<file path="config.mk">
export PLATFORM = sky130hd
export DESIGN_NAME = rvfi_shadow_reg
export DESIGN_NICKNAME = d
export VERILOG_FILES = /design/src/rtl/rvfi_check_pkg.sv /design/src/rtl/rvfi_shadow_reg.sv
export SDC_FILE = /design/constraint.sdc
export NUM_CORES = 1
export LEC_CHECK = 0
export BUFFER_PORTS_ARGS = -buffer_cell sky130_fd_sc_hd__buf_2
export CORE_MARGIN = 10
export CORE_UTILIZATION = 30
export CTS_BUF_LIST = sky130_fd_sc_hd__clkbuf_4 sky130_fd_sc_hd__clkbuf_8
export DETAILED_ROUTE_END_ITERATION = 16
export GPL_ROUTABILITY_DRIVEN = 0
export PLACE_DENSITY_LB_ADDON = 0.3
export SLEW_MARGIN = 40
export SYNTH_ARGS = -nofsm -noshare
export SYNTH_HDL_FRONTEND = slang
export SYNTH_SLANG_ARGS = --single-unit
</file>
<file path="constraint.sdc">
create_clock -name clk -period 2.9 [get_ports clk]
set_input_delay 0.58 -clock clk [delete_from_list [all_inputs] [get_ports clk]]
set_output_delay 0.58 -clock clk [all_outputs]
set_load 0.02 [all_outputs]
</file>
<file path="src/rtl/rvfi_check_pkg.sv">
// Shared types for the RVFI register-file consistency checker.
// Register address type, capture FSM states and the hard-zero register.
package rvfi_check_pkg;

    typedef logic [4:0] regaddr_t;

    typedef enum logic [1:0] {
        IDLE   = 2'd0,
        ARMED  = 2'd1,
        FAILED = 2'd2
    } chk_state_e;

    localparam regaddr_t REG_X0 = 5'd0;

endpackage

</file>
<file path="src/rtl/rvfi_shadow_reg.sv">
// Shadow copy of one architectural register with in-cycle forwarding
// across retirement channels; flags rs1/rs2 reads that disagree with it.
module rvfi_shadow_reg
    import rvfi_check_pkg::*;
#(
    parameter int XLEN = 32,
    parameter int NRET = 1
) (
    input  logic               clk,
    input  logic               rst,
    input  regaddr_t           idx,
    input  logic [NRET-1:0]    rvfi_valid,
    input  logic [NRET*5-1:0]  rvfi_rd_addr,
    input  logic [NRET*5-1:0]  rvfi_rs1_addr,
    input  logic [NRET*5-1:0]  rvfi_rs2_addr,
    input  logic [NRET*XLEN-1:0] rvfi_rd_wdata,
    input  logic [NRET*XLEN-1:0] rvfi_rs1_rdata,
    input  logic [NRET*XLEN-1:0] rvfi_rs2_rdata,
    output logic [NRET-1:0]    rs1_mis,
    output logic [NRET-1:0]    rs2_mis,
    output logic [NRET*XLEN-1:0] exp_data
);

    logic [XLEN-1:0] data_q;
    logic            written_q;
    logic [XLEN-1:0] cur;
    logic            cur_ok;
    logic            en;

    // Reads of a channel see writes of older channels, never their own.
    always_comb begin
        cur      = data_q;
        cur_ok   = written_q;
        rs1_mis  = '0;
        rs2_mis  = '0;
        exp_data = '0;
        en       = (idx != REG_X0);
        for (int k = 0; k < NRET; k++) begin
            if (rvfi_valid[k]) begin
                exp_data[k*XLEN +: XLEN] = cur;
                rs1_mis[k] = en && cur_ok
                    && (rvfi_rs1_addr[k*5 +: 5] == idx)
                    && (rvfi_rs1_rdata[k*XLEN +: XLEN] != cur);
                rs2_mis[k] = en && cur_ok
                    && (rvfi_rs2_addr[k*5 +: 5] == idx)
                    && (rvfi_rs2_rdata[k*XLEN +: XLEN] != cur);
                if (rvfi_rd_addr[k*5 +: 5] == idx) begin
                    cur    = rvfi_rd_wdata[k*XLEN +: XLEN];
                    cur_ok = 1'b1;
                end
            end
        end
    end

    always_ff @(posedge clk) begin
        if (rst) begin
            written_q <= 1'b0;
        end else begin
            written_q <= cur_ok;
            data_q    <= cur;
        end
    end

endmodule

</file>
* Word level (Yosys, flattened, before mapping)
Cells that the tools add are included.
** Word-level totals
- Bits in registers :: 33
- Input port bits :: 119
- Output and inout port bits :: 34
- Word-level logic and storage cells :: 19
** Cells by class
- Equal/unequal tests :: 5
- Mux-type cells :: 3
- Bitwise gates (word level) :: 1
- Reduce and logical (&&, ||, !) cells :: 8
** Operators by type and width (count)
- inequality test 32 bit :: 2
- 2-to-1 mux 32 bit :: 1
- equality test 5 bit :: 3
- logical AND 1 bit :: 5
- nonzero test 5 bit :: 1
- AND reduction 3 bit :: 1
- 2-to-1 mux 1 bit :: 2
- AND reduction 2 bit :: 1
- NOT 1 bit :: 1

* Longest topological paths before layout
- Depth after elaboration :: 5
- Depth in mapped cells :: 5
- Depth with buffers taken out :: 4

* Worst setup path after synthesis
OpenSTA, ideal clock, no wires.
- Kind :: input to register
- From :: input idx[0]
- To :: register data_q[0], enable pin
- Setup time :: 0.392 ns
- Data arrival time :: 2.000 ns
- Required time :: 2.508 ns
- Setup slack :: 0.508 ns
- Stages :: 4
- Path buffers :: 1
- Path through :: clkbuf_2 -> xor2_1 -> nor4_1 -> and4_1
** Between the ends
- Cells in the longest elaborated chain, start to end :: 2
** Ends and longest elaborated chain
- start: declaration :: line rvfi_shadow_reg.sv:11 : input regaddr_t idx,
- equality test 5 bit :: line rvfi_shadow_reg.sv:47 : if (rvfi_rd_addr[k*5 +: 5] == idx) begin
- AND reduction 3 bit (no source line)
- end signal: assignment :: line rvfi_shadow_reg.sv:60 : data_q <= cur;
- end: declaration :: line rvfi_shadow_reg.sv:24 : logic [XLEN-1:0] data_q;
No other way between the ends.
A chain may end at the register's enable or synchronous reset.

* Worst setup path after layout
- From :: register data_q[2]
- To :: output rs2_mis
** Between the ends
- Cells in the longest elaborated chain, start to end :: 3
** Ends and longest elaborated chain
- inequality test 32 bit :: line rvfi_shadow_reg.sv:46 : && (rvfi_rs2_rdata[k*XLEN +: XLEN] != cur);
- logical AND 1 bit :: line rvfi_shadow_reg.sv:46
- 2-to-1 mux 1 bit :: line rvfi_shadow_reg.sv:39 : if (rvfi_valid[k]) begin
- end: declaration :: line rvfi_shadow_reg.sv:20 : output logic [NRET-1:0] rs2_mis,
No other way between the ends.

==> impl_metrics.ini <==
[cts]
cts_tree = yes
clk_pin_slew_ns = 0.08
cts_buffers = 5
h-tree-depth = 2
cts_sinks = 33
cts_root_buf = clkbuf_8
clk_latency_ns = 0.28
cts.repair.resized = 0
clock_path_buffers = 2
hold_buffers = 0
postCtsSetupBuffers = 0

[route]
drtIter0Drc = 54
routedWlPerCell_um = 16.6
ant_nets = 0
routed_wirelength_um = 7170
dr.pass1.iters = 4
via_count = 1848
via_per_inst = 4.27
drc = 0

[sta]
worst_pin_slew_ns = 0.501
fmax_mhz = 406
setup_slack_ns = 0.437
hold_viol_final = 0
fin_hold_ws_ns = 0.464
relSlewSlack_pct = 66.3
setup_violations = 0
rsz0062_at_grt = no
tns_ns = 0
post-route-period-util_pct = 84.9
slew_violations = 0
clock_skew_ns = 0
min_period_ns = 2.46

[layout]
layout-drive-gt1-share_pct = 48.7
nNetsFinal = 455
final_common_cell = buf_2
fillerInstances = 698
multi_input_comb_area_um2 = 1110
final_cell_area_um2 = 3070
antennaDiodeCount = 0
fin_cells = 433
area_growth_pct = 45.6
layout_common_cells = 152 x buf_2, 65 x xnor2_1, 32 x and2_1, 32 x edfxtp_1, 16 x nand4_1
fin_util_pct = 45.0
layout.area.seq_um2 = 981

[grt]
grt-ovfl-total = 0
first_global_vias = 2087
grt_max_degree = 34
grtUsageTotal_pct = 13.1
antenna_found_initial = 0
grt_pass1_wl_um = 11300

[power_and_ir_drop]
switchingPower_mw = 0.276
seq_power_share_pct = 49.1
pwr-share-comb_pct = 20.1
p_per_area_nw_per_um2 = 354
p_int_mw = 0.810
p_clk_share_pct = 30.8
swShare_pct = 25.4
power.total_mw = 1.09
p_leak_nw = 1.29
vdd_drop_max_v = 0.000214

[min_path]
hp-start = rvfi_rd_wdata[15]
min_path_type = primary input to flip-flop

[floorplanning]
num_rows = 30
io_pins = 153
dieArea_um2 = 10800
fp.dieH_um = 104
die_x_um = 104
coreArea_um2 = 6830
start_util_pct = 30.9

[synth]
synth_cells = 179
yosysUniqueCellTypes = 16
ys_seq_area_share_pct = 46.5
ys_ff_latch = 33
syn-cell-area_um2 = 2110
avgSynthCellArea_um2 = 11.8
syn_nets = 298
yosys_warnings = 0

[run]
maxCapViolations = 0

[run_status]
status = finished, final reports clean

[placed_design]
dp.cells = 425
dp_slack_ns = 0.497
placed_area_um2 = 2990
dp_hpwl_um = 6090
port_buffers = 152

[worst_setup_path]
critPathKind = flip-flop to output port
cp_cell_sequence = xnor2_1 -> nand4_1 -> nor4_1 -> a2111oi_2 -> buf_2
worstPathRequired_ns = 2.32
crit_path_end_kind = output port
r2r_start = written_q
worstPathArrival_ns = 1.88
worst_path_max_delay_cell = nor4_1
startpoint = data_q[2]
max_stage_delay_ns = 0.50
critPathLaunchType = flip-flop
cp_max_fo = 3
-- synth_stat cells --
cell,number,area (um^2)
a2111oi_2,2,30.0
dfxtp_1,1,20.0
and4_1,1,8.76
or4_4,1,11.3
xor2_1,14,123
edfxtp_1,32,961
and2_1,32,200
clkbuf_2,1,5.00
o2111ai_1,2,17.5
nor3_1,2,10.0
nand4_1,16,100
xnor2_1,65,569
clkbuf_1,3,11.3
a21o_1,1,7.51
inv_1,1,3.75
nor4_1,5,31.3
-- logic make-up after synthesis --
logic type             synth area share [%]
AO/OA/AOI/OAI                          2.61
XOR/XNOR                               32.8
buffers and inverters                 0.949
flip-flops                             46.5
AND/OR/NAND/NOR                        17.1
-- critical path: cells and delay by family, from the launching register on --
family,cells,cell delay [ns]
buffers and inverters,1,0.20
AO/OA/AOI/OAI,1,0.13
flip-flops,1,0.43
AND/OR/NAND/NOR,2,0.63
XOR/XNOR,1,0.21
-- power groups by stage --
| stage | Clock [mW] | Sequential (mW) | Combinational, mW |
|---|---|---|---|
| finish | 0.335 | 0.533 | 0.218 |
| global route | 0.368 | 0.534 | 0.243 |
| CTS | 0.346 | 0.533 | 0.222 |
| detailed placement | 0 | 0.544 | 0.220 |
| global placement | 0 | 0.544 | 0.218 |
| floorplan | 0 | 0.543 | 0.102 |
-- area by class of cell --
class | instances | area share (%)
Multi-Input combinational cell | 141 | 36.1
Sequential cell | 33 | 31.9
Timing Repair Buffer | 154 | 25.3
Tap cell | 96 | 3.91
Clock buffer | 5 | 2.24
Clock inverter | 3 | 0.407
Inverter | 1 | 0.122
-- registers in the layout, indices dropped and copies added (netlist names) --
register   flops
data_q        32
written_q      1
-- worst paths after layout --
path	endpoint	slack, ns	depth (start not counted)
worst max-delay path	rs2_mis	0.44	5
worst min-delay path	data_q[15]	0.46	1
worst max register to register	written_q	2.32	1
worst min register to register	written_q	0.49	1
-- per-layer routing --
layer | wire (um) | GRT usage, % | up-vias | share of wire [%]
li1 | - | - | 939 | -
met1 | 2970 | 15.4 | 820 | 41
met2 | 3550 | 21.7 | 80 | 49
met3 | 506 | 4.40 | 9 | 7.1
met4 | 148 | 4.67 | 0 | 2.1
met5 | 0 | 0 | - | 0
Note: power is estimated with default switching activity, not from simulation.
